## src/rtl/conv_ctrl_pkg.sv

```systemverilog
// ============================================================================
// conv_ctrl_pkg: shared FSM state encoding and index width for the conv loader
// Revision: 1.0
// ============================================================================
`default_nettype none

package conv_ctrl_pkg;

  localparam int IDX_W = 8;

  typedef enum logic [1:0] {
    ST_IDLE = 2'd0,
    ST_LOAD = 2'd1,
    ST_DONE = 2'd2
  } load_state_t;

endpackage

`default_nettype wire

```

## src/rtl/conv_coef_index_cnt.sv

```systemverilog
// ============================================================================
// conv_coef_index_cnt: channel-major tap/channel counter with last-beat flag
// Revision: 1.0
// ============================================================================
`default_nettype none

module conv_coef_index_cnt
  import conv_ctrl_pkg::*;
#(
  parameter int CHANNELS = 256,
  parameter int TAPS     = 2
) (
  input  logic             clk,
  input  logic             reset,
  input  logic             clear,
  input  logic             advance,
  output logic [IDX_W-1:0] channel,
  output logic [IDX_W-1:0] tap,
  output logic             last
);

  localparam logic [IDX_W-1:0] CH_MAX  = IDX_W'(CHANNELS - 1);
  localparam logic [IDX_W-1:0] TAP_MAX = IDX_W'(TAPS - 1);

  logic tap_wrap;

  assign tap_wrap = (tap == TAP_MAX);
  assign last     = tap_wrap && (channel == CH_MAX);

  always_ff @(posedge clk or posedge reset) begin
    if (reset) begin
      channel <= '0;
      tap     <= '0;
    end else if (clear) begin
      channel <= '0;
      tap     <= '0;
    end else if (advance) begin
      if (tap_wrap) begin
        tap     <= '0;
        channel <= channel + 1'b1;
      end else begin
        tap <= tap + 1'b1;
      end
    end
  end

endmodule

`default_nettype wire

```

## src/rtl/conv_coef_loader.sv

```systemverilog
// ============================================================================
// conv_coef_loader: streams signed coefficients into the conv coefficient port
// Revision: 1.0
// ============================================================================
`default_nettype none

module conv_coef_loader
  import conv_ctrl_pkg::*;
#(
  parameter int INPUT_CHANNELS = 256,
  parameter int KERNEL_SIZE    = 2
) (
  input  logic             clk,
  input  logic             reset,
  input  logic             start,
  input  logic             abort,
  input  logic             s_valid,
  input  logic [7:0]       s_data,
  output logic             s_ready,
  output logic             h_write,
  output logic [IDX_W-1:0] h_index_channel,
  output logic [IDX_W-1:0] h_index_filter,
  output logic [7:0]       h_value,
  output logic             sample_en,
  output logic             busy,
  output logic             done,
  output logic             err_start
);

  load_state_t      state;
  logic             accept;
  logic             cnt_clear;
  logic             cnt_last;
  logic [IDX_W-1:0] cnt_channel;
  logic [IDX_W-1:0] cnt_tap;

  assign s_ready   = (state == ST_LOAD);
  assign busy      = (state != ST_IDLE);
  assign sample_en = (state == ST_IDLE);
  assign accept    = s_valid && s_ready;
  assign cnt_clear = (state == ST_IDLE) && start;

  conv_coef_index_cnt #(
    .CHANNELS (INPUT_CHANNELS),
    .TAPS     (KERNEL_SIZE)
  ) u_index_cnt (
    .clk     (clk),
    .reset   (reset),
    .clear   (cnt_clear),
    .advance (accept),
    .channel (cnt_channel),
    .tap     (cnt_tap),
    .last    (cnt_last)
  );

  // Abort beats a simultaneous last-beat acceptance: the beat is written but no done.
  always_ff @(posedge clk or posedge reset) begin
    if (reset) begin
      state           <= ST_IDLE;
      h_write         <= 1'b0;
      h_index_channel <= '0;
      h_index_filter  <= '0;
      h_value         <= '0;
      done            <= 1'b0;
      err_start       <= 1'b0;
    end else begin
      h_write   <= accept;
      done      <= 1'b0;
      err_start <= start && (state != ST_IDLE);
      if (accept) begin
        h_value         <= s_data;
        h_index_channel <= cnt_channel;
        h_index_filter  <= cnt_tap;
      end
      case (state)
        ST_IDLE: begin
          if (start) state <= ST_LOAD;
        end
        ST_LOAD: begin
          if (abort) begin
            state <= ST_IDLE;
          end else if (accept && cnt_last) begin
            state <= ST_DONE;
            done  <= 1'b1;
          end
        end
        ST_DONE: state <= ST_IDLE;
        default: state <= ST_IDLE;
      endcase
    end
  end

endmodule

`default_nettype wire

```

## config.mk

```make
export PLATFORM = sky130hd
export DESIGN_NAME = conv_coef_loader
export DESIGN_NICKNAME = d
export VERILOG_FILES = /design/src/rtl/conv_ctrl_pkg.sv /design/src/rtl/conv_coef_index_cnt.sv /design/src/rtl/conv_coef_loader.sv
export SDC_FILE = /design/constraint.sdc
export NUM_CORES = 1
export LEC_CHECK = 0
export CAP_MARGIN = 20
export CORE_ASPECT_RATIO = 0.6
export CORE_MARGIN = 2
export CORE_UTILIZATION = 46
export CTS_BUF_LIST = sky130_fd_sc_hd__clkbuf_4 sky130_fd_sc_hd__clkbuf_8 sky130_fd_sc_hd__clkbuf_16
export CTS_CLUSTER_SIZE = 16
export DETAILED_ROUTE_END_ITERATION = 8
export PLACE_DENSITY_LB_ADDON = 0.05
export SYNTH_ARGS = -nofsm -noshare
export SYNTH_HDL_FRONTEND = slang
export SYNTH_HIERARCHICAL = 1
export SYNTH_SLANG_ARGS = --single-unit
```

## constraint.sdc

```tcl
create_clock -name clk -period 5.2 [get_ports clk]
set_input_delay 1.04 -clock clk [delete_from_list [all_inputs] [get_ports clk]]
set_output_delay 1.04 -clock clk [all_outputs]
set_load 0.05 [all_outputs]
```

==> qor.csv <==
stage,metric,value,unit
logic_synthesis,syn nets,184,
global_routing,gr usage total,0.183,
worst_setup_path,biggest cell delay along the critical path,0.66,ns
layout,"Cell Count, Final, Fillers Out",272,
power,sequential share of power,0.473,
worst_setup_path,cell chain of the critical path,"clkdlybuf4s50_1, nand2_4, inv_1, or4b_1, nor4_1, mux2_2",
run,maxcap violations,0,
clock_network,Clock Pin Slew Worst Setup and Hold Paths,0.08,ns
detailed_routing,detailed-route DRC error count,0,
placement,Post-DP Area,0.00254,mm2
timing,post-route minimum period,3.43,ns
power,total power,0.000851,W
die,Initial Utilization,0.494,
timing,Final Hold Vio Count,0,
clock_network,Clock Tree Root,clkbuf_8,
worst_setup_path,"Data required, critical path",5.37,ns
timing,final setup fails,0,
logic_synthesis,adder-cell share of the synthesized area,0.0178,
timing,Fin Hold WS,0.507,ns
logic_synthesis,Post-Syn Area,0.00210,mm2
layout,design area,0.00265,mm2
die,Die Y,56.4,um
logic_synthesis,Synth Area in Compound Gates,0.0696,
placement,final RePlAce weighted congestion,0.775,
logic_synthesis,main combinational cell family by area after synthesis,multiplexers,
clock_network,CTS tree,yes,
logic_synthesis,Post-synth top cells,"dfrtp_1, mux2_4, mux2_2",
power,Power Internal,0.000568,W
clock_network,# resized after CTS,0,
timing,Clock Skew,0.00699,ns
power,leakage,1.20,nW
logic_synthesis,syn_area_per_cell,12.5,um2
timing,fin. max-slew vios,0,
timing,Max-slew headroom,0.271,
worst_setup_path,Startpoint Class,input pin,
placement,Post-DP HPWL,3110,um
logic_synthesis,Synth Area in Simple Gates,0.140,
worst_setup_path,crit path kind,in -> reg,
global_routing,grt ovf,0,
layout,Final Net Count,227,
logic_synthesis,Syn. warnings,6,
clock_network,Post-CTS Setup Bufs,0,
detailed_routing,Routed WL,4250,um
logic_synthesis,post-synth top area cell,dfrtp_1,
power,clock power share,0.247,
power,combinational share of power,0.280,
layout,Layout area overhead,25.8,%
clock_network,Clock Latency Late Sink,0.29,ns
global_routing,initial antenna violation count,0,
power,VDD IR max,0.137,mV
logic_synthesis,"EDFF count, synth",0,
logic_synthesis,most used flip-flop cell after synthesis,dfrtp_1,
layout,layout cells sized above 1,0.193,
timing,RSZ-0062 raised after global routing,no,
worst_setup_path,CP Capture Type,flop,
hold_path,Min-Delay Path Class,reg -> reg,
placement,Cells after DPL,263,
global_routing,largest net degree at the start of global routing,30,
logic_synthesis,Cells after Synth,168,
detailed_routing,DRT iter0 DRCs,60,
global_routing,first-pass GRT wire length,7310,um
layout,FF/Latch Area,0.00113,mm2
power,P per Cell Area,321,mW/mm2
layout,area of the multi-input gates,886,um2
clock_network,Num CTS Buffers,5,
logic_synthesis,Synth area leaders,"dfrtp_1, mux2_4, mux2_2",
die,I/O pins,43,
layout,Diodes inserted,0,
detailed_routing,WL/cell,15.6,um
worst_setup_path,CP max-delay cell,or4b_1,
placement,Port Buf Inserts,42,
timing,Worst-Margin Slew,1.08,ns
power,fraction of power spent switching nets,0.332,
logic_synthesis,"flops & latches, synth",45,
detailed_routing,Antenna Nets Post-Route,0,
detailed_routing,vias post-DR,1462,
logic_synthesis,Netlist cell types,35,
worst_setup_path,arrival time at the worst endpoint,3.61,ns
logic_synthesis,Synth top area share,0.535,
clock_network,H-tree depth,2,
clock_network,Num Clock Sinks,45,
worst_setup_path,family with the most delay on the worst path,simple AND/OR/NAND/NOR gates,
detailed_routing,vias per cell,5.38,
global_routing,vias in the first global route,1422,
power,net switching power,0.000283,W
logic_synthesis,multiplexer share of the synthesized area,0.185,
die,die width,91.3,um
die,core area,0.00426,mm2
timing,f_max,291,MHz
run_status,outcome,finished clean,
timing,Final period util,0.660,
logic_synthesis,most common cell in the netlist,dfrtp_1,
logic_synthesis,xor-xnor portion of the synthesized cell area,0.00833,
clock_network,worst-case clock buffer depth,2,
logic_synthesis,fraction of registers with async set/reset,1.00,
die,row count,18,
detailed_routing,router iterations before antenna repair,5,
die,DIE AREA,0.00515,mm2
layout,FILL cells,332,
clock_network,hold buffer count at cts,0,
logic_synthesis,"Seq/Total Area, Yosys",0.535,
timing,Fin Setup TNS,0,ns
worst_setup_path,Worst Path Max Fanout,27,
worst_setup_path,"setup slack, reg-to-reg",2.48,ns
worst_setup_path,Bufs and invs on worst path,2,
## metrics by stage
| stage | util | worst slack [ns] |
|---|---|---|
| finish | 0.622 | 1.77 |
| floorplan | - | 2.38 |
| detailed placement | 0.598 | 1.49 |
| global placement | 0.598 | 1.58 |
| CTS | 0.618 | 1.78 |
| global route | 0.622 | 1.65 |
## final timing paths
path,start,endpoint,cells after the start
worst max-delay path,s_valid,u_index_cnt/channel[7],6
worst min-delay path,h_value[6],h_value[6],1
worst max register to register,state[1],u_index_cnt/channel[7],6
worst min register to register,h_value[6],h_value[6],1
max in group asynchronous,reset,h_index_channel[5],3
min in group asynchronous,reset,h_value[0],2
## layout make-up
| type | count | share of cell area |
|---|---|---|
| clock buffers | 6 | 0.0288 |
| clock inverters | 2 | 0.00378 |
| flip-flops and latches | 45 | 0.426 |
| well taps | 60 | 0.0284 |
| repair buffers | 43 | 0.165 |
| inverters | 10 | 0.0142 |
| multi-input cells | 106 | 0.335 |
## logic make-up after synthesis
group	count (synthesis)
buffers and inverters	17
muxes	29
xor gates and xnor gates	2
adders and majority gates	3
DFF	45
AOI/OAI and AO/OA	23
and+or+nand+nor	49
## layout by cell type (no fill, tap or decap), types with 4 or more instances in the layout
master	Yosys	layout
dfrtp_1	45	45
clkdlybuf4s50_1	0	42
mux2_4	17	17
mux2_2	11	11
inv_1	10	10
a21oi_1	10	10
nor2_1	9	9
nand4_1	6	6
nor2b_1	5	5
clkbuf_8	0	5
nand3_1	5	5
nand2_1	5	5
o31ai_1	4	4
or4_1	4	4
## power groups by stage
stage / sequential [W] / combinational (W) / clock (W)
finish: 0.000402 / 0.000238 / 0.000210
global route: 0.000407 / 0.000251 / 0.000240
detailed placement: 0.000409 / 0.000237 / 0
CTS: 0.000402 / 0.000238 / 0.000217
floorplan: 0.000478 / 0.0000968 / 0
global placement: 0.000407 / 0.000234 / 0
## state kept, by name, summed over array words and instances (netlist names)
register and cells:
u_index_cnt/channel 8, h_index_filter 8, h_write 1, u_index_cnt/tap 8, h_index_channel 8, state 2, done 1, h_value 8
err_start 1
## metal layers
layer  up-vias  part of all wire  GRT usage
met4         0            0.0045     0.0628
met1       724              0.51      0.275
met2        48              0.44      0.257
met3         2             0.047     0.0430
met5         -                 0          0
li1        688                 -          -
(Power assumes the default switching activity.)
